$ cat config.mk
export PLATFORM = sky130hd
export DESIGN_NAME = conv_window_buffer
export DESIGN_NICKNAME = d
export VERILOG_FILES = /design/src/rtl/conv_window_buffer.sv
export SDC_FILE = /design/constraint.sdc
export NUM_CORES = 1
export LEC_CHECK = 0
export ABC_AREA = 1
export ABC_CLOCK_PERIOD_IN_PS = 5600
export BUFFER_PORTS_ARGS = -buffer_cell sky130_fd_sc_hd__buf_4
export CORE_ASPECT_RATIO = 1.1
export CORE_MARGIN = 8
export CORE_UTILIZATION = 40
export CTS_CLUSTER_SIZE = 25
export DETAILED_ROUTE_END_ITERATION = 8
export GPL_TIMING_DRIVEN = 0
export PLACE_DENSITY_LB_ADDON = 0.3
export SLEW_MARGIN = 0
export SYNTH_ARGS = -nofsm -noshare
export SYNTH_HDL_FRONTEND = slang
export SYNTH_SLANG_ARGS = --single-unit
$ cat constraint.sdc
create_clock -name clk -period 5.6 [get_ports clk]
set_clock_uncertainty 0.15 [all_clocks]
set_input_delay 0.84 -clock clk [delete_from_list [all_inputs] [get_ports clk]]
set_output_delay 0.84 -clock clk [all_outputs]
set_load 0.05 [all_outputs]
$ cat src/rtl/conv_window_buffer.sv
// Streaming KxK binary patch extractor: line memories plus a shift window, with runtime
// kernel size, stride and image size, and valid/ready on both pixel input and patch output.
module conv_window_buffer #(
  parameter int unsigned BUF_WIDTH       = 34,
  parameter int unsigned BUF_HEIGHT      = 34,
  parameter int unsigned MAX_KERNEL_SIZE = 7,
  parameter int unsigned NUM_CH          = 1
) (
  input  logic                                           clk,
  input  logic                                           rst,
  input  logic                                           start,
  input  logic [$clog2(BUF_WIDTH+1)-1:0]                 img_width,
  input  logic [$clog2(BUF_HEIGHT+1)-1:0]                img_height,
  input  logic [$clog2(MAX_KERNEL_SIZE+1)-1:0]           kernel_size,
  input  logic [1:0]                                     stride,
  input  logic [NUM_CH-1:0]                              pix_in,
  input  logic                                           pix_valid,
  output logic                                           pix_ready,
  output logic [MAX_KERNEL_SIZE*MAX_KERNEL_SIZE*NUM_CH-1:0] patch_out,
  output logic                                           patch_valid,
  input  logic                                           patch_ready,
  output logic [$clog2(BUF_WIDTH)-1:0]                   patch_x,
  output logic [$clog2(BUF_HEIGHT)-1:0]                  patch_y,
  output logic                                           busy,
  output logic                                           frame_done,
  output logic                                           cfg_err
);

  localparam int unsigned MK = MAX_KERNEL_SIZE;
  localparam int unsigned WW = $clog2(BUF_WIDTH + 1);
  localparam int unsigned HW = $clog2(BUF_HEIGHT + 1);
  localparam int unsigned KW = $clog2(MK + 1);
  localparam int unsigned XW = $clog2(BUF_WIDTH);
  localparam int unsigned YW = $clog2(BUF_HEIGHT);
  localparam int unsigned CW = WW + 1;
  localparam int unsigned RW = HW + 1;
  localparam int unsigned NL = MK - 1;
  localparam int unsigned LW = (NL > 1) ? $clog2(NL) : 1;

  typedef enum logic [1:0] {IDLE, STREAM, DRAIN, DONE} state_t;

  state_t            state;
  logic [WW-1:0]     wcfg;
  logic [HW-1:0]     hcfg;
  logic [KW-1:0]     kcfg;
  logic [1:0]        scfg;
  logic [XW-1:0]     col;
  logic [YW-1:0]     row;
  logic [1:0]        cph;
  logic [1:0]        rph;

  logic [NUM_CH-1:0] win      [MK][MK];
  logic [NUM_CH-1:0] win_nxt  [MK][MK];
  logic [NUM_CH-1:0] line_mem [NL][BUF_WIDTH];
  logic [NUM_CH-1:0] line_rd  [NL];
  logic [NUM_CH-1:0] new_col  [MK];

  logic accept;
  logic emit;
  logic col_last;
  logic row_last;
  logic col_in;
  logic row_in;
  logic cfg_ok;

  // Phase counters track (pos-K+1) mod S so no divider is needed.
  function automatic logic [1:0] ph_step(input logic [1:0] ph, input logic [1:0] s);
    ph_step = (ph + 2'd1 == s) ? 2'd0 : ph + 2'd1;
  endfunction

  assign pix_ready = (state == STREAM) && (!patch_valid || patch_ready);
  assign accept    = pix_valid && pix_ready;
  assign col_last  = (CW'(col) + CW'(1)) == CW'(wcfg);
  assign row_last  = (RW'(row) + RW'(1)) == RW'(hcfg);
  assign col_in    = (CW'(col) + CW'(1)) >= CW'(kcfg);
  assign row_in    = (RW'(row) + RW'(1)) >= RW'(kcfg);
  assign emit      = col_in && row_in && (cph == 2'd0) && (rph == 2'd0);

  assign cfg_ok = (kernel_size != '0) && (kernel_size <= KW'(MK))
               && (CW'(img_width) >= CW'(kernel_size)) && (CW'(img_width) <= CW'(BUF_WIDTH))
               && (RW'(img_height) >= RW'(kernel_size)) && (RW'(img_height) <= RW'(BUF_HEIGHT))
               && (stride != 2'd0);

  always_comb begin
    for (int i = 0; i < NL; i++) line_rd[i] = line_mem[i][col];
  end

  // Incoming column: current pixel at row K-1, older lines above it, zeros below K.
  always_comb begin
    for (int r = 0; r < MK; r++) begin
      new_col[r] = '0;
      if (KW'(r) + KW'(1) == kcfg) new_col[r] = pix_in;
      else if (KW'(r) + KW'(1) < kcfg) new_col[r] = line_rd[LW'(kcfg - KW'(r) - KW'(2))];
    end
  end

  always_comb begin
    for (int r = 0; r < MK; r++) begin
      for (int c = 0; c < MK; c++) begin
        win_nxt[r][c] = '0;
        if (KW'(c) + KW'(1) == kcfg) win_nxt[r][c] = new_col[r];
      end
      for (int c = 0; c < MK - 1; c++) begin
        if (KW'(c) + KW'(1) < kcfg) win_nxt[r][c] = win[r][c + 1];
      end
    end
  end

  always_comb begin
    for (int r = 0; r < MK; r++) begin
      for (int c = 0; c < MK; c++) patch_out[(r*MK + c)*NUM_CH +: NUM_CH] = win[r][c];
    end
  end

  // Line memories are never read before being written within a frame, so no reset.
  always_ff @(posedge clk) begin
    if (accept) begin
      line_mem[0][col] <= pix_in;
      for (int i = 1; i < NL; i++) line_mem[i][col] <= line_mem[i-1][col];
    end
  end

  always_ff @(posedge clk) begin
    if (rst) begin
      state       <= IDLE;
      wcfg        <= '0;
      hcfg        <= '0;
      kcfg        <= '0;
      scfg        <= '0;
      col         <= '0;
      row         <= '0;
      cph         <= '0;
      rph         <= '0;
      win         <= '{default: '0};
      patch_valid <= 1'b0;
      patch_x     <= '0;
      patch_y     <= '0;
      busy        <= 1'b0;
      frame_done  <= 1'b0;
      cfg_err     <= 1'b0;
    end else begin
      frame_done <= 1'b0;
      cfg_err    <= 1'b0;
      if (patch_valid && patch_ready) patch_valid <= 1'b0;
      case (state)
        IDLE: begin
          if (start) begin
            if (cfg_ok) begin
              wcfg  <= img_width;
              hcfg  <= img_height;
              kcfg  <= kernel_size;
              scfg  <= stride;
              col   <= '0;
              row   <= '0;
              cph   <= '0;
              rph   <= '0;
              win   <= '{default: '0};
              busy  <= 1'b1;
              state <= STREAM;
            end else begin
              cfg_err <= 1'b1;
            end
          end
        end
        STREAM: begin
          if (accept) begin
            win <= win_nxt;
            if (emit) begin
              patch_valid <= 1'b1;
              patch_x     <= XW'(CW'(col) + CW'(1) - CW'(kcfg));
              patch_y     <= YW'(RW'(row) + RW'(1) - RW'(kcfg));
            end
            if (col_last) begin
              col <= '0;
              cph <= '0;
              if (row_last) begin
                state <= DRAIN;
              end else begin
                row <= row + YW'(1);
                rph <= row_in ? ph_step(rph, scfg) : 2'd0;
              end
            end else begin
              col <= col + XW'(1);
              cph <= col_in ? ph_step(cph, scfg) : 2'd0;
            end
          end
        end
        DRAIN: begin
          if (!patch_valid || patch_ready) begin
            state      <= DONE;
            frame_done <= 1'b1;
          end
        end
        DONE: begin
          busy  <= 1'b0;
          state <= IDLE;
        end
        default: state <= IDLE;
      endcase
    end
  end

endmodule

# [Word-level counts from Yosys, hierarchy flattened]
# Memories as Yosys holds them, arrays and structs flattened.
# Index checks and enable logic that the tools add are counted.
[word_totals] register_bits=100 ram_bits=204 in_bits=23 out_inout_bits=66 elab_cells=360 mem_count=1
[mem_list] memory="line_mem" words=6 width=34 read_ports=6 rd_clocked_by_memory_dff=0 wr=6 line="54" text="logic [NUM_CH-1:0] line_mem [NL][BUF_WIDTH];"
[op_classes] addsub=20 n_lt_le_gt_ge=23 eq_ne=21 mux=190 n_bitwise=11 reduce_logical=30
[ops] op="49-bit 2-to-1 mux" count=3
[ops] op="1-bit 2-to-1 mux" count=141
[ops] op="49-bit case mux with 2 select lines" count=1
[ops] op="6-bit 2-to-1 mux" count=7
[ops] op="1-bit binary-select mux with 6-bit select" count=6
[ops] op="2-bit 2-to-1 mux" count=17
[ops] op="34-bit 2-to-1 mux" count=1
[ops] op="4-bit >= comparator (second input constant)" count=7
[ops] op="3-bit inverter with 4-bit output" count=7
[ops] op="6-bit case mux with 2 select lines" count=2
[ops] op="3-bit by 2-bit subtractor with 3-bit output (second input constant)" count=8
[ops] op="1-bit binary-select mux with 3-bit select" count=7
[ops] op="6-bit by 1-bit adder with 7-bit output (second input constant)" count=2
[ops] op="7-bit by 6-bit == test with 1-bit output" count=2
[ops] op="7-bit by 3-bit >= comparator with 1-bit output" count=2
[ops] op="2-bit != test (second input constant)" count=7
[ops] op="1-bit logical AND" count=13
[ops] op="6-bit by 1-bit adder with 6-bit output (second input constant)" count=2
[ops] op="3-bit == test (first input constant)" count=4
[ops] op="6-bit by 3-bit >= comparator with 1-bit output" count=2
[ops] op="6-bit <= comparator (second input constant)" count=2
[ops] op="3-bit less-than comparator (first input constant)" count=4
[ops] op="6-bit AND reduction" count=2
[ops] op="6-bit by 3-bit subtractor with 6-bit output" count=2
[ops] op="28 further kinds" count=44

# [Logic depth before layout (Yosys ltp)]
# Gate-level depths: netlist of run 1.
[logic_depth] word_depth=13 depth_mapped=22 ltp_nobuf=21

# [Worst setup path before layout of run 1]
# No wires, ideal clock.
[synth_timing] path_type="in2reg" start="input port patch_ready" end="register win (netlist bit patch_out[46])" setup_time_ps=74 arrival_time_ps=2847 required_ps=5376 path_slack_ps=2528 path_stages=11 path_buffers=1 cell_sequence="nor2_1 nor2_1 nand2_1 inv_2 nor2_1 nor2_1 nand2_2 nor2_2 buf_2 nand3_1 a31oi_1"
[synth_via] elab_chain_len=5
[synth_rtl] element="start: declaration" line="21" text="input logic patch_ready,"
[synth_rtl] element="1-bit logical OR" line="71" text="assign pix_ready = (state == STREAM) && (!patch_valid || patch_ready);"
[synth_rtl] element="1-bit logical AND" line="71"
[synth_rtl] element="via pix_ready" line="18" text="output logic pix_ready,"
[synth_rtl] element="1-bit logical AND" line="72" text="assign accept = pix_valid && pix_ready;"
[synth_rtl] element="2-bit != test (no source line)"
[synth_rtl] element="4-bit AND reduction (no source line)"
[synth_rtl] element="end signal: assignment" line="167" text="win <= win_nxt;"
[synth_rtl] element="end: declaration" line="52" text="logic [NUM_CH-1:0] win [MK][MK];"
# The timed path passes the listed nets, and every way through them passes these cells.
# A chain may end at the register's enable or synchronous reset.

==> results of run 1 <==
## area by class of cell
| type | count | area [µm²] |
|---|---|---|
| repair buffers | 89 | 688 |
| plain buffers | 66 | 354 |
| clock buffers | 43 | 958 |
| multi-input cells | 1149 | 5330 |
| clock inverters | 19 | 206 |
| fillers | 3377 | 18500 |
| flip-flops and latches | 304 | 8130 |
| well taps | 444 | 556 |
| inverters | 113 | 424 |
## sequential cells by signal, summed over array words and instances, names as in the netlist, 2 cells and up
name	cells
state	2
cph	2
patch_x	6
kcfg	3
patch_out	49
patch_y	6
row	6
col	6
hcfg	6
scfg	2
rph	2
line_mem	204
wcfg	6
## Yosys cell counts, types with 12 or more instances
master / number
nand4_1: 13
clkbuf_1: 22
o21ai_0: 49
ha_1: 31
edfxtp_1: 204
inv_1: 102
buf_2: 25
nand2_1: 659
nor2_1: 127
nand3_1: 67
xor2_1: 12
buf_4: 14
dfxtp_1: 100
a21oi_1: 90
## power groups by stage
stage	combinational [W]	clock, W	sequential (W)
after global routing	0.00391	0.00245	0.00319
final	0.00361	0.00234	0.00318
after floorplan	0.00211	0	0.00326
after global placement	0.00340	0	0.00323
after detailed placement	0.00346	0	0.00323
after CTS	0.00348	0.00236	0.00319
## per-stage QoR
stage          power (W)  instances  worst slack [ns]  hold WS (ns)  util, %
2_1_floorplan    0.00536       1632              2.53         0.283        -
3_3_place_gp     0.00662       2164              1.61         0.304     44.0
3_5_place_dp     0.00669       2164              1.47         0.307     44.0
4_1_cts          0.00902       2226              1.41         0.316     47.3
5_1_grt          0.00955       2227              1.09         0.337     47.4
6_report         0.00913       2227              1.33         0.317     47.4
## cell families after synthesis
kind of cell             count (synthesis)
flip-flops                             304
AND/OR/NAND/NOR                        907
adder cells (fa/ha/maj)                 33
buffers and inverters                  179
AO/OA/AOI/OAI                          188
XOR/XNOR                                21
## per-layer routing
layer  GRT usage, %  up-vias
met5              0        -
met4           8.16        0
met3           3.20      103
met2           34.4      469
met1           24.7     5593
li1               -     5594
## worst max-delay path: cells and delay by family (launching register included)
| family | cells | cell delay, ns |
|---|---|---|
| simple gates | 13 | 3.17 |
| buf+inv | 2 | 0.23 |
| compound gates | 2 | 0.32 |
| flops | 1 | 0.31 |
## worst paths after layout
kind	to	slack [ns]	cells after the start
max reg2reg	patch_out[9]	1.33	17
max	patch_out[9]	1.33	17
min	patch_y[2]	0.32	2
min reg2reg	patch_y[2]	0.32	2
==> impl_results.md, run 1 <==
- Met3 WL post-DR: roughly 2.7 mm
- First-pass GRT wire length: around 65 mm
- Die H: 214 µm
- Post-DR vias/cell: 5.28
- Routed length per instance: 19.0 µm
- Post-synth ARST share: 0%
- Tcrit/Tclk final: approximately three quarters
- Die width: 196 µm
- Compound-cell area share of the yosys netlist: around 7.3%
- Top_reg_cell synth: edfxtp_1
- Mean Syn Cell Area: roughly 8.7 µm²
- PortBufs: 88
- PwrDens: approximately 550 nW/µm²
- Final non-filler cell area: roughly 17,000 µm²
- Vias in the first global route: roughly 12,000
- Mapped Nets: 1,688
- Mux share of post-synthesis cell area: 0%
- Worst setup path startpoint: col[3]
- Most frequent cells in the layout: 659 x nand2_1, 204 x edfxtp_1, 127 x nor2_1
- Detailed Route Iter0 Violations: ~940
- Critical Path Sink Type: flop
- Root Driver: clkbuf_16
- Min Tclk post-route: approximately 4.3 ns
- Initial Utilization: between 40% and 50%
- Largest net degree at the start of global routing: between 40 and 50
- Simple-Gate Fraction of Synth Area: approximately 26%
- Rel. slew slack: less than 1%
- CP cell instances: buf_4, inv_1, nor3_1, o21ai_1, nand2_1, nor2_1, nand2_1, nand2_1, nand2_1, nand2_1, nand3_1, nand3_1, nand2_2, nand2_1, nand2_1, nand2_1, a21oi_1
- Distinct cells, synth: 47
- Post-detailed-route count of antenna-violating nets: 0
- Synthesized-area fraction occupied by adder cells: under 10%
- Clock Path Buffers: 3
- GRT Util Overall: 19.9%
- Critical Path RT: 5.91 ns
- Layout cells sized above 1: between 10 and 15%
- Met1 wire length: roughly 17 mm
- Commonest non-fill, non-tap cell in the layout: nand2_1
- Core ar.: roughly 35,000 µm²
- Initial antenna violation count: 0
- Pins Over Slew Limit: 0
- DP Wirelength: just under 30 mm
- Largest family of logic cells by synthesized area: simple AND/OR/NAND/NOR gates
- Top cell by count, worst path: nand2_1
- WP data arrival: about 4.6 ns
- Post-CTS Setup Bufs: 0
- DP Area: 15,500 µm²
- GPL Wtd Cong: between 0.8 and 0.9
- Leak Pwr: ~6.9 nW
- Gate Count Post-Synth: between 1,500 and 2,000
- RSZ-0062 raised after global routing: no
- Highest Clock Rate: about 230 MHz
- NetSw: 0.00376 W
- Top layer in use: met4
- Total Wirelength: 42.3 mm
- Die ar.: around 42,000 µm²
- Mapped Area: 14,200 µm²
- Status: finished, violations left
- Htree depth: 2
- # DRC: 0
- Worst vdd ir: around 0.00061 V
- Area Growth Syn to Fin: 16.9%
- CP max stage delay: 1.07 ns
- Synth top area cells: edfxtp_1 43%, nand2_1 17%, dfxtp_1 14%, nor2_1 3.3%, a21oi_1 3.2%
- # diodes: 0
- Synth warn: 0
- Switching Fraction: between 40% and 50%
- Hold WC Path Type: reg -> reg
- DR vias: around 12,000
- Most area-hungry cell type in the Yosys netlist: edfxtp_1
- Sequential area share after synthesis: roughly 57%
- Hold path startpoint: patch_y[2]
- Met2 WL: ~21 mm
- Worst-Skew Late Latency: 0.53 ns
- Logic gate share of total power: between 30% and 40%
- CP startpoint kind: flop
- Yosys top cell area share: between 40% and 50%
- Reg2Reg Launch Point: col[3]
- Failing checks: capacitance limit
- Overflow after GRT: 0
- DRT Pass-1 Iters: 5
- Synth Area in XOR/XNOR: around 1.4%
- Final setup violation count: 0
- Critical path class: reg -> reg
- Nets: 1,813
- CTS Hold Bufs: 0
- Critical Path Fanout Max: 35
- Number of flops mapped to enable cells by yosys: just over 200
- Max-cap violations: 1
- Synth Register Bits: approximately 300
- Setup TNS: 0 ns
- Hold Vio Cnt, Final: 0
- Slowest CP cell: nand2_1
- Sink Count: approximately 300
- I/O pins: 89
- Reg power frac: between 30% and 40%
- CTS tree: yes
- CTS resizes: 0
- CTS Buf Count: 34
- Slew @ Worst Pin: 1.48 ns
- Row count: 72
- Clk pin slew, worst setup/hold paths: roughly 0.060 ns
- Clock Power Share: between 20% and 30%
- Total internal power: about 0.0054 W
(Power assumes the default switching activity.)
==> run 2, diff against run 1 <==
ABC_AREA = 0   (was 1)
ABC_CLOCK_PERIOD_IN_PS = 4200   (was 5600)
clock period = 4.2 ns   (was 5.6 ns; I/O delays follow)
==> run 2 against run 1 <==
  * Global-route usage is 0.11 points higher
  * Non-clock buffer count is 5 higher
  * Count of clock-buffer cells in the layout is 5 higher
  * Wire length is 0.84% higher
  * Die area is 1.4% lower
  * Register-to-register slack worse by 1.2 ns
  * Critical endpoint unchanged
  * Sequential share of layout area is 0.73 points higher
  * The run now ends clean
  * Total power is 17% lower
  * Critical path depth is 7 lower
  * Final area is 1.5% lower
  * Cell count is 21% lower
==> impl_results.md, run 2 <==
- Synth top area cells: edfxtp_1 44%, dfxtp_1 14%, mux4_2 3.5%, mux2i_1 3.1%, nor2_1 3.0%
- Min Tclk post-route: slightly above 4 ns
- Mapped Area: 14,000 µm²
- Pins Over Slew Limit: 0
- Compound-cell area share of the yosys netlist: between 10% and 20%
- Nets: about 1,300
- Post-layout util: between 40 and 50%
- Max reg flops: ~200
- Final non-filler cell area: approximately 16,000 µm²
- DR vias: around 11,000
- PortBufs: 87
- Setup TNS: 0 ns
- Synth warn: 0
- GPL Wtd Cong: just over 0.9
- Initial antenna violation count: 1
- Most instantiated cells after synthesis: 204 x edfxtp_1, 112 x nor2_1, 100 x dfxtp_1
- Tcrit/Tclk final: between 90% and 100%
- Sink Count: about 300
- Row count: between 70 and 80
- Met2 WL: between 20 and 25 mm
- Clock Path Buffers: 3
- PwrDens: 465 nW/µm²
- Leak Pwr: between 5 and 6 nW
- Overflow after GRT: 0
- Area Growth Syn to Fin: 17.0%
- Clk pin slew, worst setup/hold paths: roughly 0.060 ns
- CP cell instances: buf_2, buf_4, nor2b_1, a32oi_1, o221a_2, o22ai_1, or2_4, o211ai_1, o311ai_2, a32o_1
- CP startpoint kind: flop
- Slew @ Worst Pin: 1.35 ns
- Post-detailed-route count of antenna-violating nets: 0
- R2R Setup Slk: approximately 0.11 ns
- Critical Path Fanout Max: 19
- Yosys top cell area share: between 40% and 50%
- Worst setup path startpoint: col[2]
- RSZ-0062 raised after global routing: no
- Layout cells sized above 1: between 10% and 20%
- Max-cap violations: 0
- Worst Reg-to-Reg Cells: 10
- Largest Register: line_mem
- Die H: approximately 210 µm
- Mean Syn Cell Area: around 12 µm²
- CP endpoint: patch_out[9]
- Hold Vio Cnt, Final: 0
- WP data arrival: roughly 4.4 ns
- Largest family of logic cells by synthesized area: simple AND/OR/NAND/NOR gates
- Hold Slack: around 0.23 ns
- Mapped Nets: 1,213
- Met3 WL post-DR: ~3.5 mm
- GRT Util Overall: around a fifth
- Reg2Reg Launch Point: col[2]
- Htree depth: 2
- Vias in the first global route: 10,200
- # DRC: 0
- Gate Count Post-Synth: 1,157
- DP Worst Slack: -0.380 ns
- Worst-Skew Late Latency: 0.52 ns
- R2r endpoint: patch_out[9]
- DRT Pass-1 Iters: 5
- Final setup margin: around 0.11 ns
- Synthesized-area fraction occupied by adder cells: ~3.1%
- Hold WC Path Type: in -> reg
- Synth Register Bits: just over 300
- Detailed Route Iter0 Violations: 1,166
- Status: finished, final reports clean
- I/O pins: 89
- Post-synth ARST share: 0%
- CP max stage delay: between 0.6 and 0.7 ns
- Critical Path Sink Type: flop
- Simple-Gate Fraction of Synth Area: ~13%
- Sequential area share after synthesis: between 50 and 60%
- CTS Buf Count: 35
- Post-DR vias/cell: 5.99
- CTS tree: yes
- Critical path class: reg -> reg
- DP Wirelength: approximately 29 mm
- Synth Area in XOR/XNOR: between 2 and 2.5%
- Slowest CP cell: nor2b_1
- Top_reg_cell synth: edfxtp_1
- Initial Utilization: just over 40%
- CTS Hold Bufs: 0
- Critical Path RT: 4.51 ns
- Worst vdd ir: 0.000363 V
- DP Area: around 15,000 µm²
- Most frequent cell after synthesis: edfxtp_1
- Die ar.: 41,300 µm²
- Most area-hungry cell type in the Yosys netlist: edfxtp_1
- Final setup violation count: 0
- Core ar.: 34,900 µm²
- Number of flops mapped to enable cells by yosys: 204
- Rel. slew slack: 9.37%
- Most frequent cells in the layout: 204 x edfxtp_1, 111 x nor2_1, 99 x dfxtp_1
- Commonest non-fill, non-tap cell in the layout: edfxtp_1
- Root Driver: clkbuf_16
- Largest net degree at the start of global routing: 40
- Mux share of post-synthesis cell area: slightly below 8%
- Die width: ~190 µm
- Highest Clock Rate: 244 MHz
- First-pass GRT wire length: 63.8 mm
- Total Wirelength: 42.6 mm
- Routed length per instance: 24.3 µm
- Distinct cells, synth: 86
- Met1 wire length: around 17 mm
- Top layer in use: met4
[run 2: layout make-up]
| cell class | instances | area (µm²) |
|---|---|---|
| fillers | 3133 | 18500 |
| clock buffers | 48 | 946 |
| diodes | 2 | 5.00 |
| repair buffers | 90 | 691 |
| inverters | 30 | 116 |
| flip-flops and latches | 304 | 8130 |
| plain buffers | 70 | 378 |
| well taps | 444 | 556 |
| multi-input cells | 754 | 5470 |
| clock inverters | 12 | 116 |
[run 2: repair_timing]
| action | CTS | global route |
|---|---|---|
| gates resized for setup | 5 | 11 |
| gates cloned | 0 | 1 |
| pin swaps | 1 | 1 |
| endpoints found under the setup margin | 17 | 28 |
| setup buffers | 1 | 0 |
[run 2: logic make-up (layout without fill, tap and decap cells)]
family / Yosys count / count (layout)
fa+ha+maj: 33 / 33
xor+xnor: 32 / 32
simple gates: 364 / 365
other cells: 0 / 2
flops: 304 / 304
mux: 78 / 78
buf+inv: 100 / 250
compound gates: 246 / 246
[run 2: worst min-delay path by stage]
| stage | from | endpoint | slack [ns] | depth (start not counted) |
|---|---|---|---|---|
| after floorplan | rph[1] | rph[1] | 0.28 | 2 |
| after global placement | rph[1] | rph[1] | 0.29 | 2 |
| after global routing | stride[1] | scfg[1] | 0.24 | 3 |
| final | img_height[3] | hcfg[3] | 0.23 | 3 |
| after CTS | stride[1] | scfg[1] | 0.22 | 3 |
| after detailed placement | patch_x[5] | patch_x[5] | 0.29 | 2 |
[run 2: where the power goes]
part	internal, W	leakage, nW	switching, W
Clock	0.00170	0.512	0.00118
Sequential	0.00335	2.64	0.0000370
Combinational	0.000375	2.55	0.000989
[run 2: stage by stage]
stage	power (W)	instances
after CTS	0.00761	1751
after floorplan	0.00425	1157
after global placement	0.00472	1688
after global routing	0.00788	1752
after detailed placement	0.00475	1690
final	0.00762	1754
[run 2: worst max-delay path: cells and delay by family, from the launching register on]
| kind | cells | cell delay, ns |
|---|---|---|
| buffers and inverters | 2 | 0.62 |
| and+or+nand+nor | 2 | 1.06 |
| AOI/OAI and AO/OA | 6 | 1.87 |
| DFF | 1 | 0.30 |
[run 2: metal layers]
| layer | track usage, % | up-vias |
|---|---|---|
| met4 | 7.14 | 0 |
| li1 | - | 4671 |
| met1 | 25.5 | 5215 |
| met5 | 0 | - |
| met3 | 3.66 | 94 |
| met2 | 33.9 | 531 |
==> run 3, diff against run 2 <==
BUFFER_PORTS_ARGS = -buffer_cell sky130_fd_sc_hd__buf_2   (was -buffer_cell sky130_fd_sc_hd__buf_4)
==> run 3 against run 2 <==
  * Die area stayed put
  * Maximum frequency is 0.40% lower
  * Worst setup slack worse by 0.016 ns
  * Largest power group unchanged
==> impl_results.md, run 3 (synthesis results as in run 2) <==
- Worst-Skew Late Latency: roughly 0.53 ns
- Critical path class: reg -> reg
- Pins Over Slew Limit: 0
- CP max stage delay: approximately 0.33 ns
- Top cell by count, worst path: buf_4
- DRT Pass-1 Iters: 5
- GR peak layer: met2
- Post-detailed-route count of antenna-violating nets: 0
- Slew @ Worst Pin: 1.27 ns
- GRT met3 Usage: under 10%
- Overflow after GRT: 0
- Die width: between 150 and 200 µm
- DP Area: about 15,000 µm²
- Sink Count: just over 300
- CTS Hold Bufs: 0
- Worst vdd ir: 0.000282 V
- Placed cell count: 1,690
- Final setup margin: around 0.093 ns
- GPL Wtd Cong: around 0.9
- Routed length per instance: ~24 µm
- Clock Path Buffers: 3
- Clk pin slew, worst setup/hold paths: about 0.06 ns
- Vias in the first global route: 10,100
- Final setup violation count: 0
- Slowest CP cell: o22a_1
- # DRC: 0
- Max reg flops: 204
- # diodes: 0
- Post-DR vias/cell: between 5 and 6
- DR vias: 10,400
- Most frequent cells in the layout: 204 x edfxtp_1, 111 x nor2_1, 102 x buf_2
- Pwr Total: 0.00767 W
- Critical Path Sink Type: flop
- Area Growth Syn to Fin: 15.8%
- Detailed Route Iter0 Violations: roughly 1,200
- Initial Utilization: around two fifths
- Min Tclk post-route: roughly 4.1 ns
- Highest Clock Rate: between 200 and 250 MHz
- Layout cells sized above 1: 18.2%
- Hold Vio Cnt, Final: 0
- First-pass GRT wire length: about 64 mm
- Finished Layout Cells: roughly 1,800
- Critical Path RT: about 4.5 ns
- Root Driver: clkbuf_16
- PwrDens: ~470 nW/µm²
- Largest Register: line_mem
- CTS tree: yes
- Row count: 72
- Grt met1 use: about 26%
- GRT Util Overall: 20.1%
- CTS Buf Count: 35
- Tcrit/Tclk final: between 90% and 100%
- WP data arrival: 4.38 ns
- I/O pins: between 80 and 90
- Commonest non-fill, non-tap cell in the layout: edfxtp_1
- Rel. slew slack: ~15%
- Worst Path Buf+Inv: 5
- Max-cap violations: 0
- DP Wirelength: just under 30 mm
- Htree depth: 2
- CP cell instances: buf_2, buf_4, buf_4, buf_4, mux2i_1, o21ai_0, o2bb2a_1, o22a_1, nand2_4, a31oi_1, o2bb2a_1, clkbuf_1, a32o_1
- PortBufs: 87
- Largest net degree at the start of global routing: 40
- Die ar.: slightly above 40,000 µm²
- Final non-filler cell area: 16,200 µm²
- Nets: 1,342
- CP delay by family, top: compound AO/OA/AOI/OAI gates
- Die H: 212 µm
- DP Worst Slack: -0.434 ns
- Core ar.: 34,900 µm²
- Critical Path Fanout Max: 35
- Total Wirelength: ~43 mm
- RSZ-0062 raised after global routing: no
- Status: finished, final reports clean
- Leak Pwr: ~5.7 nW
- Initial antenna violation count: 0
- Met2 usage: about a third
- Hold WC Path Type: in -> reg
- CP startpoint kind: flop
run 3: cell types whose count changed in the layout (fill, tap and decap cells not counted), moves of 2 or more:
cell / delta
buf_2: +86
buf_4: -87
clkbuf_8: +2
clkinv_4: +3
clkbuf_4: +2
clkbuf_1: -5
diode_2: -2
clkinv_2: +2
run 3: timing repair:
action	CTS	global route
pin swaps	1	1
buffers inserted	1	0
resized for setup	5	8
endpoints found under the setup margin	17	35
cloned	0	1
run 3: path summary, 6_finish.rpt:
kind	startpoint	endpoint	slack, ns	depth (start not counted)
setup reg to reg	col[2]	patch_out[27]	0.09	13
hold / removal	img_height[5]	hcfg[5]	0.23	3
hold reg to reg	patch_x[5]	patch_x[5]	0.30	2
setup / recovery	col[2]	patch_out[27]	0.09	13
run 3: routing by layer:
layer | routed length (µm) | up-vias
met3 | 3450 | 102
met5 | 59 | -
li1 | - | 4657
met2 | 19900 | 504
met1 | 17700 | 5148
met4 | 1600 | 2
run 3: worst reg2reg max path, stage by stage, from the launching register on:
cell      delay [ns]
dfxtp_1         0.30
buf_2           0.32
buf_4           0.31
buf_4           0.26
buf_4           0.29
mux2i_1         0.28
o21ai_0         0.11
o2bb2a_1        0.29
o22a_1          0.33
nand2_4         0.29
a31oi_1         0.30
o2bb2a_1        0.28
clkbuf_1        0.22
a32o_1          0.31
run 3: final cells by class:
class	count	area, µm²
fillers	3208	18600
inverters	30	113
clock buffers	46	980
multi-input cells	754	5460
repair buffers	91	480
clock inverters	17	134
well taps	444	556
plain buffers	70	380
flip-flops and latches	304	8130
run 3: stage by stage:
stage	hold WS [ns]	TNS (ns)	utilization, %
final	0.229	0	46.6
after global routing	0.229	0	46.6
after CTS	0.218	0	46.4
after detailed placement	0.293	-5.11	43.1
after global placement	0.287	-33.56	43.1
after floorplan	0.282	0	-
run 3: power breakdown:
part / leakage, nW / total (W) / switching [W] / internal [W]
registers: 2.64 / 0.00338 / 0.0000362 / 0.00335
logic: 2.55 / 0.00133 / 0.000973 / 0.000355
clock network: 0.538 / 0.00296 / 0.00124 / 0.00172
